[src/rtl/mirfak_id_stage_hs_pkg.sv]
// Shared decode-stage definitions: control word layout, operand select codes,
// exception causes and the EX payload carried through the skid buffer.
package mirfak_id_stage_hs_pkg;

  localparam logic [31:0] NOP                    = 32'h0000_0013;
  localparam logic [3:0]  E_INST_ADDR_MISALIGNED = 4'd0;
  localparam logic [3:0]  E_ILLEGAL_INST         = 4'd2;
  localparam int unsigned FWD_RF                 = 0;

  typedef enum logic [2:0] {IMM_I, IMM_S, IMM_B, IMM_U, IMM_J} imm_sel_e;
  typedef enum logic [1:0] {A_REG, A_PC, A_ZERO} a_sel_e;
  typedef enum logic [1:0] {B_REG, B_IMM, B_4} b_sel_e;

  typedef struct packed {
    logic     illegal;
    logic     branch;
    logic     jal;
    logic     jalr;
    imm_sel_e imm_sel;
    a_sel_e   a_sel;
    b_sel_e   b_sel;
    logic [3:0] alu_op;
  } ctrl_t;

  localparam int unsigned CTRL_SZ = $bits(ctrl_t);

  typedef struct packed {
    logic [31:0] pc;
    logic [31:0] pc4;
    logic [31:0] instruction;
    logic [31:0] mtval;
    logic [31:0] operand_a;
    logic [31:0] operand_b;
    logic [31:0] lsu_wdata;
    logic        exception;
    logic [3:0]  xcause;
    ctrl_t       control;
  } payload_t;

  localparam payload_t PAYLOAD_RST =
    payload_t'({64'd0, NOP, 128'd0, 1'b0, 4'd0, ctrl_t'('0)});

  function automatic logic [31:0] imm_decode(input imm_sel_e sel, input logic [31:0] i);
    case (sel)
      IMM_S:   return {{20{i[31]}}, i[31:25], i[11:7]};
      IMM_B:   return {{19{i[31]}}, i[31], i[7], i[30:25], i[11:8], 1'b0};
      IMM_U:   return {i[31:12], 12'b0};
      IMM_J:   return {{11{i[31]}}, i[31], i[19:12], i[20], i[30:21], 1'b0};
      default: return {{20{i[31]}}, i[31:20]};
    endcase
  endfunction

  function automatic logic br_taken(input logic [2:0] f3, input logic [31:0] a, input logic [31:0] b);
    case (f3)
      3'b000:  return a == b;
      3'b001:  return a != b;
      3'b100:  return $signed(a) < $signed(b);
      3'b101:  return $signed(a) >= $signed(b);
      3'b110:  return a < b;
      3'b111:  return a >= b;
      default: return 1'b0;
    endcase
  endfunction

endpackage

[src/rtl/mirfak_id_stage_hs_regfile.sv]
// 32x32 register file, x0 hard-wired to zero, two asynchronous read ports.
module mirfak_register_file (
  input  logic        clk_i,
  input  logic        rst_i,
  input  logic [4:0]  raddr_a_i,
  output logic [31:0] rdata_a_o,
  input  logic [4:0]  raddr_b_i,
  output logic [31:0] rdata_b_o,
  input  logic [4:0]  waddr_i,
  input  logic [31:0] wdata_i,
  input  logic        wen_i
);

  logic [31:0] regs [32];

  always_ff @(posedge clk_i) begin
    if (rst_i) begin
      for (int unsigned i = 0; i < 32; i++) regs[i] <= '0;
    end else if (wen_i && (waddr_i != 5'd0)) begin
      regs[waddr_i] <= wdata_i;
    end
  end

  assign rdata_a_o = regs[raddr_a_i];
  assign rdata_b_o = regs[raddr_b_i];

endmodule

[src/rtl/mirfak_id_stage_hs_skid.sv]
// Two-entry skid buffer: main register drives the consumer, the skid entry
// absorbs the one transfer already in flight when the consumer stalls.
module mirfak_skid_buffer #(
  parameter int unsigned W       = 32,
  parameter logic [W-1:0] RST_VAL = '0
) (
  input  logic         clk_i,
  input  logic         rst_i,
  input  logic         clear_i,
  input  logic         in_valid_i,
  output logic         in_ready_o,
  input  logic [W-1:0] in_data_i,
  output logic         out_valid_o,
  input  logic         out_ready_i,
  output logic [W-1:0] out_data_o
);

  logic         main_v, skid_v;
  logic [W-1:0] main_d, skid_d;
  logic         accept, handoff;

  assign accept  = in_valid_i && !skid_v;
  assign handoff = main_v && out_ready_i;

  always_ff @(posedge clk_i) begin
    if (rst_i) begin
      main_v <= 1'b0;
      skid_v <= 1'b0;
      main_d <= RST_VAL;
      skid_d <= RST_VAL;
    end else if (clear_i) begin
      main_v <= 1'b0;
      skid_v <= 1'b0;
    end else if (handoff && skid_v) begin
      // skid full implies ready was low, so no accept can coincide here
      main_d <= skid_d;
      skid_v <= 1'b0;
    end else if (accept && (!main_v || handoff)) begin
      main_d <= in_data_i;
      main_v <= 1'b1;
    end else if (accept) begin
      skid_d <= in_data_i;
      skid_v <= 1'b1;
    end else if (handoff) begin
      main_v <= 1'b0;
    end
  end

  assign in_ready_o  = !skid_v;
  assign out_valid_o = main_v;
  assign out_data_o  = main_d;

endmodule

[src/rtl/mirfak_id_stage_hs.sv]
// Decode stage: immediates, RF read with N-way forwarding, branch resolution,
// ID exceptions, handing the payload to EX through a valid/ready skid buffer.
module mirfak_id_stage_hs
  import mirfak_id_stage_hs_pkg::*;
#(
  parameter int unsigned NFWD    = 2,
  parameter int unsigned HAS_RVC = 0,
  parameter int unsigned BJ_REG  = 0,
  localparam int unsigned FSW    = $clog2(NFWD + 1)
) (
  input  logic               clk_i,
  input  logic               rst_i,
  input  logic               id_valid_i,
  output logic               id_ready_o,
  input  logic [31:0]        id_pc_i,
  input  logic [31:0]        id_pc4_i,
  input  logic [31:0]        id_instruction_i,
  input  logic               id_if_exception_i,
  input  logic [3:0]         id_if_xcause_i,
  input  logic [CTRL_SZ-1:0] id_control_i,
  input  logic [FSW-1:0]     id_fwd_a_sel_i,
  input  logic [FSW-1:0]     id_fwd_b_sel_i,
  input  logic [NFWD*32-1:0] fwd_data_i,
  input  logic [4:0]         wb_waddr_i,
  input  logic [31:0]        wb_wdata_i,
  input  logic               wb_wen_i,
  input  logic               idex_clear_i,
  output logic               ex_valid_o,
  input  logic               ex_ready_i,
  output logic [31:0]        ex_pc_o,
  output logic [31:0]        ex_pc4_o,
  output logic [31:0]        ex_instruction_o,
  output logic [31:0]        ex_mtval_o,
  output logic [31:0]        ex_operand_a_o,
  output logic [31:0]        ex_operand_b_o,
  output logic [31:0]        ex_lsu_wdata_o,
  output logic               ex_exception_o,
  output logic [3:0]         ex_xcause_o,
  output logic [CTRL_SZ-1:0] ex_control_o,
  output logic               take_branch_o,
  output logic [31:0]        pc_bj_target_o
);

  ctrl_t       ctrl;
  logic [31:0] rf_a, rf_b, rs1_val, rs2_val, imm, bj_target;
  logic        bj_taken, bj_misalign, accept, fire;
  payload_t    id_pl, ex_pl;

  assign ctrl = ctrl_t'(id_control_i);

  mirfak_register_file u_rf (
    .clk_i     (clk_i),
    .rst_i     (rst_i),
    .raddr_a_i (id_instruction_i[19:15]),
    .rdata_a_o (rf_a),
    .raddr_b_i (id_instruction_i[24:20]),
    .rdata_b_o (rf_b),
    .waddr_i   (wb_waddr_i),
    .wdata_i   (wb_wdata_i),
    .wen_i     (wb_wen_i)
  );

  always_comb begin
    rs1_val = 'x;
    rs2_val = 'x;
    if (id_fwd_a_sel_i == FSW'(FWD_RF)) rs1_val = rf_a;
    if (id_fwd_b_sel_i == FSW'(FWD_RF)) rs2_val = rf_b;
    for (int unsigned k = 1; k <= NFWD; k++) begin
      if (id_fwd_a_sel_i == FSW'(k)) rs1_val = fwd_data_i[32*(k-1) +: 32];
      if (id_fwd_b_sel_i == FSW'(k)) rs2_val = fwd_data_i[32*(k-1) +: 32];
    end
  end

  assign imm       = imm_decode(ctrl.imm_sel, id_instruction_i);
  assign bj_target = ctrl.jalr ? ((rs1_val + imm) & ~32'd1) : (id_pc_i + imm);
  assign bj_taken  = ctrl.jal || ctrl.jalr ||
                     (ctrl.branch && br_taken(id_instruction_i[14:12], rs1_val, rs2_val));
  // with RVC only the LSB matters, checked after the JALR clear
  assign bj_misalign = bj_taken && ((HAS_RVC != 0) ? bj_target[0] : (|bj_target[1:0]));

  always_comb begin
    id_pl             = PAYLOAD_RST;
    id_pl.pc          = id_pc_i;
    id_pl.pc4         = id_pc4_i;
    id_pl.instruction = id_instruction_i;
    id_pl.lsu_wdata   = rs2_val;
    id_pl.control     = ctrl;
    id_pl.exception   = 1'b1;
    case (ctrl.a_sel)
      A_REG:   id_pl.operand_a = rs1_val;
      A_PC:    id_pl.operand_a = id_pc_i;
      default: id_pl.operand_a = '0;
    endcase
    case (ctrl.b_sel)
      B_REG:   id_pl.operand_b = rs2_val;
      B_IMM:   id_pl.operand_b = imm;
      B_4:     id_pl.operand_b = 32'd4;
      default: id_pl.operand_b = '0;
    endcase
    if (id_if_exception_i) begin
      id_pl.xcause = id_if_xcause_i;
      id_pl.mtval  = id_pc_i;
    end else if (bj_misalign) begin
      id_pl.xcause = E_INST_ADDR_MISALIGNED;
      id_pl.mtval  = bj_target;
    end else if (ctrl.illegal) begin
      id_pl.xcause = E_ILLEGAL_INST;
      id_pl.mtval  = id_instruction_i;
    end else begin
      id_pl.exception = 1'b0;
    end
  end

  mirfak_skid_buffer #(
    .W       ($bits(payload_t)),
    .RST_VAL (PAYLOAD_RST)
  ) u_skid (
    .clk_i       (clk_i),
    .rst_i       (rst_i),
    .clear_i     (idex_clear_i),
    .in_valid_i  (id_valid_i),
    .in_ready_o  (id_ready_o),
    .in_data_i   (id_pl),
    .out_valid_o (ex_valid_o),
    .out_ready_i (ex_ready_i),
    .out_data_o  (ex_pl)
  );

  assign ex_pc_o          = ex_pl.pc;
  assign ex_pc4_o         = ex_pl.pc4;
  assign ex_instruction_o = ex_pl.instruction;
  assign ex_mtval_o       = ex_pl.mtval;
  assign ex_operand_a_o   = ex_pl.operand_a;
  assign ex_operand_b_o   = ex_pl.operand_b;
  assign ex_lsu_wdata_o   = ex_pl.lsu_wdata;
  assign ex_exception_o   = ex_pl.exception;
  assign ex_xcause_o      = ex_pl.xcause;
  assign ex_control_o     = ex_pl.control;

  assign accept = id_valid_i && id_ready_o;
  assign fire   = accept && bj_taken && !idex_clear_i;

  if (BJ_REG != 0) begin : g_bj_reg
    logic        take_q;
    logic [31:0] target_q;
    always_ff @(posedge clk_i) begin
      if (rst_i) begin
        take_q   <= 1'b0;
        target_q <= '0;
      end else begin
        take_q <= fire;
        if (fire) target_q <= bj_target;
      end
    end
    assign take_branch_o  = take_q;
    assign pc_bj_target_o = target_q;
  end else begin : g_bj_comb
    assign take_branch_o  = fire;
    assign pc_bj_target_o = fire ? bj_target : '0;
  end

endmodule

[config.mk]
export PLATFORM = sky130hd
export DESIGN_NAME = mirfak_id_stage_hs
export DESIGN_NICKNAME = d
export VERILOG_FILES = /design/src/rtl/mirfak_id_stage_hs_pkg.sv /design/src/rtl/mirfak_id_stage_hs_regfile.sv /design/src/rtl/mirfak_id_stage_hs_skid.sv /design/src/rtl/mirfak_id_stage_hs.sv
export SDC_FILE = /design/constraint.sdc
export NUM_CORES = 2
export LEC_CHECK = 0
export CAP_MARGIN = 20
export CORE_ASPECT_RATIO = 1.75
export CORE_MARGIN = 5
export CORE_UTILIZATION = 60
export DETAILED_ROUTE_END_ITERATION = 6
export PLACE_DENSITY = 0.88
export SLEW_MARGIN = 40
export SYNTH_ARGS = -nofsm -noshare
export SYNTH_HDL_FRONTEND = slang
export SYNTH_SLANG_ARGS = --single-unit
[constraint.sdc]
create_clock -name clk_i -period 14.2 [get_ports clk_i]
set_input_delay 2.13 -clock clk_i [delete_from_list [all_inputs] [get_ports clk_i]]
set_output_delay 2.13 -clock clk_i [all_outputs]
set_load 0.005 [all_outputs]
==> results.md <==
* Status: complete, but fails checks
* Failing checks: DRC
* Worst path slowest cell: clkdlybuf4s50_1
* Slew Viols, Final at 0
* CP arrival at 10.62 ns
* Clock Latency Late Sink at 0.83 ns
* YS warnings at 0
* Mapped Area at 81400 µm²
* Initial Util at 60.4%
* DR pass1 iterations at 7
* # IOs at 506
* Worst relative slew slack at 30.1%
* DR iter-0 viols at 12300
* Dpl hpwl at 216000 µm
* Int Pwr at 7.81 mW
* Post-synthesis sequential area ratio at 49.8%
* CTS tree: yes
* Worst slew pin tran at 1.05 ns
* Combinational fraction of design power at 19.4%
* Post-synth ARST share at 0%
* Storage cell area at 40600 µm²
* Routed wire per std cell at 37.8 µm
* H-tree Lvls at 4
* Cell family contributing the most delay on the critical path: buffers and inverters
* Most common cell after layout, fill and taps aside: edfxtp_1
* Fin crit period at 12.75 ns
* Kind of critical path: in -> out
* Placed inst area at 88500 µm²
* Clock share of power at 34.5%
* Worst Hold Class: reg -> reg
* Commonest non-fill, non-tap cells in the layout: edfxtp_1, and2_1, nand2_1
* Multi-input logic area at 38600 µm²
* Post-Place Cells at 8893
* Worst path bufs/invs at 6
* RSZ-0062 raised after global routing: no
* Design area at 93200 µm²
* TritonCTS buffer count at 134
* Crit-path cells: buf_8 > buf_16 > buf_4 > mux4_2 > mux4_2 > mux2i_1 > a21oi_1 > a21oi_1 > inv_1 > ha_1 > nand4_1 > nor3_1 > o311a_1 > o31ai_1 > and4_4 > o311ai_4 > nor2_1 > or2_2 > inv_1 > clkdlybuf4s50_1
* Vias post-DR at 68500
* Antenna violations before repair at 38
* Sw power at 3.22 mW
* PnR worst setup slack at 1.45 ns
* Clk pin slew, worst setup/hold paths at 0.07 ns
* Sw frac at 29.2%
* Total power at 11.0 mW
* Maximum Capacitance Violations at 0
* Dpl ws at 1.86 ns
* Fin crit share at 89.8%
* LEAKAGE at 32.6 nW
* Startpoint types: primary input
* Clock tree sinks at 1514
* Drt drc at 36
* Area Growth Syn to Fin at 14.4%
* Fmax at 0.0785 GHz
* Yosys cell types at 81
* Critical Path Max Stage Delay at 0.84 ns
* Largest net degree at the start of global routing at 184
* Clock tree root driver cell: clkbuf_16
* Vias in the first global route at 66700
* Seq pwr share at 46.1%
* Post-Syn Area per Cell at 11.5 µm²
* Post-CTS sizing at 0
* Final Net Count at 7558
* First-pass GRT wire length at 479000 µm
* Post-Synthesis Cells at 7062
* Die area at 143000 µm²
* Post-route setup TNS at 0 ns
* Post-Route WL at 347000 µm
* Core area at 135000 µm²
* Final setup violation count at 0
* Leading register cell type out of synthesis: edfxtp_1
* Die Ht at 497 µm
* Routability cong. at 1.09
* Fillcell total at 8707
* Final Hold Vio Count at 0
* Vias per inst at 7.45
* GR Overflow Total at 0
* Worst setup EP type: output port
* Die X-Extent at 288 µm
* Remaining antenna violation count at 0
* Count of hold-fix buffers inserted at cts at 0
* Skew final at 0.0276 ns
* Gr usage total at 47.0%
* Non-Filler Instances at 9191
* Bufs on Longest Clock Path at 3
* Power Density at 118 nW/µm²
* Share of cells above drive strength 1 at 16.6%
* Number of cell rows at 178
* Register bit total from synthesis at 1514
* Number of synthesized flops with an enable pin at 1024
* Post-CTS setup buffer count at 0
* Maximum VDD drop at 0.129 mV
* Crit Path Max Fanout at 47
* CP Data Required Time at 12.07 ns
* I/O Buffers at 505
power by group through the flow:
| stage | combinational [mW] | clock [mW] | sequential (mW) |
|---|---|---|---|
| 2_1_floorplan | 1.15 | 0 | 5.10 |
| 3_3_place_gp | 1.97 | 0 | 5.11 |
| 3_5_place_dp | 2.02 | 0 | 5.14 |
| 4_1_cts | 2.04 | 3.77 | 5.06 |
| 5_1_grt | 2.18 | 3.95 | 5.08 |
| 6_report | 2.14 | 3.80 | 5.08 |
metrics by stage:
step / hold WS [ns] / util (%)
3_3_place_gp: 0.439 / 65.4
5_1_grt: 0.467 / 69.1
2_1_floorplan: 0.437 / -
6_report: 0.455 / 69.1
3_5_place_dp: 0.447 / 65.7
4_1_cts: 0.455 / 69.0
cells by family after synthesis:
logic type      after synthesis  synth area share (%)
fa+ha+maj                    95                  1.48
mux                         737                  18.8
compound gates             1221                  9.30
buf+inv                     805                  3.86
simple gates               2636                  16.2
flops                      1514                  49.8
other cells                   1               0.00461
xor+xnor                     53                 0.570
cell usage after synthesis, types with 21 or more instances:
master    count  area (µm²)
nor3_1      185         926
dfxtp_1     490        9810
a311oi_1    120        1050
ha_1         93        1160
a21oi_1     583        2920
xnor2_1      32         280
buf_1        59         221
inv_1       117         439
nor2_1      603        2260
edfxtp_1   1024       30700
and2_1     1006        6290
nand4_1      23         144
nand3_1      62         310
buf_2        43         215
xor2_1       21         184
clkbuf_1    574        2150
a211oi_1    165        1240
nand2_1     648        2430
mux4_2      634       14300
nand2b_1     22         138
o21ai_0     171         856
mux2i_1      94         941
a21o_1       39         293
routing by layer:
metal,global-route usage [%],part of all wire (%)
met3,18.2,15
met4,48.8,14
met1,49.1,27
met5,0.171,0.031
met2,69.6,44
final timing paths:
check,cells after the start,start,end,slack [ns]
worst max register to register,19,u_rf.regs[7][15],u_skid.out_data_o[124],6.21
worst min-delay path,2,u_skid.skid_d[195],u_skid.skid_d[195],0.45
worst min register to register,2,u_skid.skid_d[195],u_skid.skid_d[195],0.45
worst max-delay path,20,id_instruction_i[15],take_branch_o,1.45
worst reg2reg max path, stage by stage, from the launching register on:
cell and delay (ns):
edfxtp_1 0.42, mux4_2 0.50, mux4_2 0.51, mux2_2 0.34
mux2i_1 0.16, o22ai_1 0.09, inv_1 0.76, ha_1 0.31
nand4_1 0.78, nor3_1 0.64, nand3_1 0.24, nand2_1 0.13
o211ai_1 0.10, o21ai_0 0.36, o311ai_4 0.34, o21ai_4 0.77
buf_4 0.38, mux2i_1 0.21, a221oi_2 0.69, nor3_1 0.13
state kept, by name, indices dropped and copies added, names as in the netlist:
| register | count |
|---|---|
| u_skid.out_data_o | 244 |
| u_skid.skid_d | 244 |
| u_skid.skid_v | 1 |
| u_skid.out_valid_o | 1 |
| u_rf.regs | 1024 |
layout make-up:
class | instances | area share (%)
antenna | 50 | 0.134
clock buffer | 176 | 3.96
clock inverter | 65 | 0.766
inverter | 118 | 0.477
multi-input combinational | 4774 | 41.4
sequential | 1514 | 43.5
tap | 1800 | 2.42
timing repair buffer | 694 | 7.28
No activity file was read; power rests on OpenSTA's default activity.
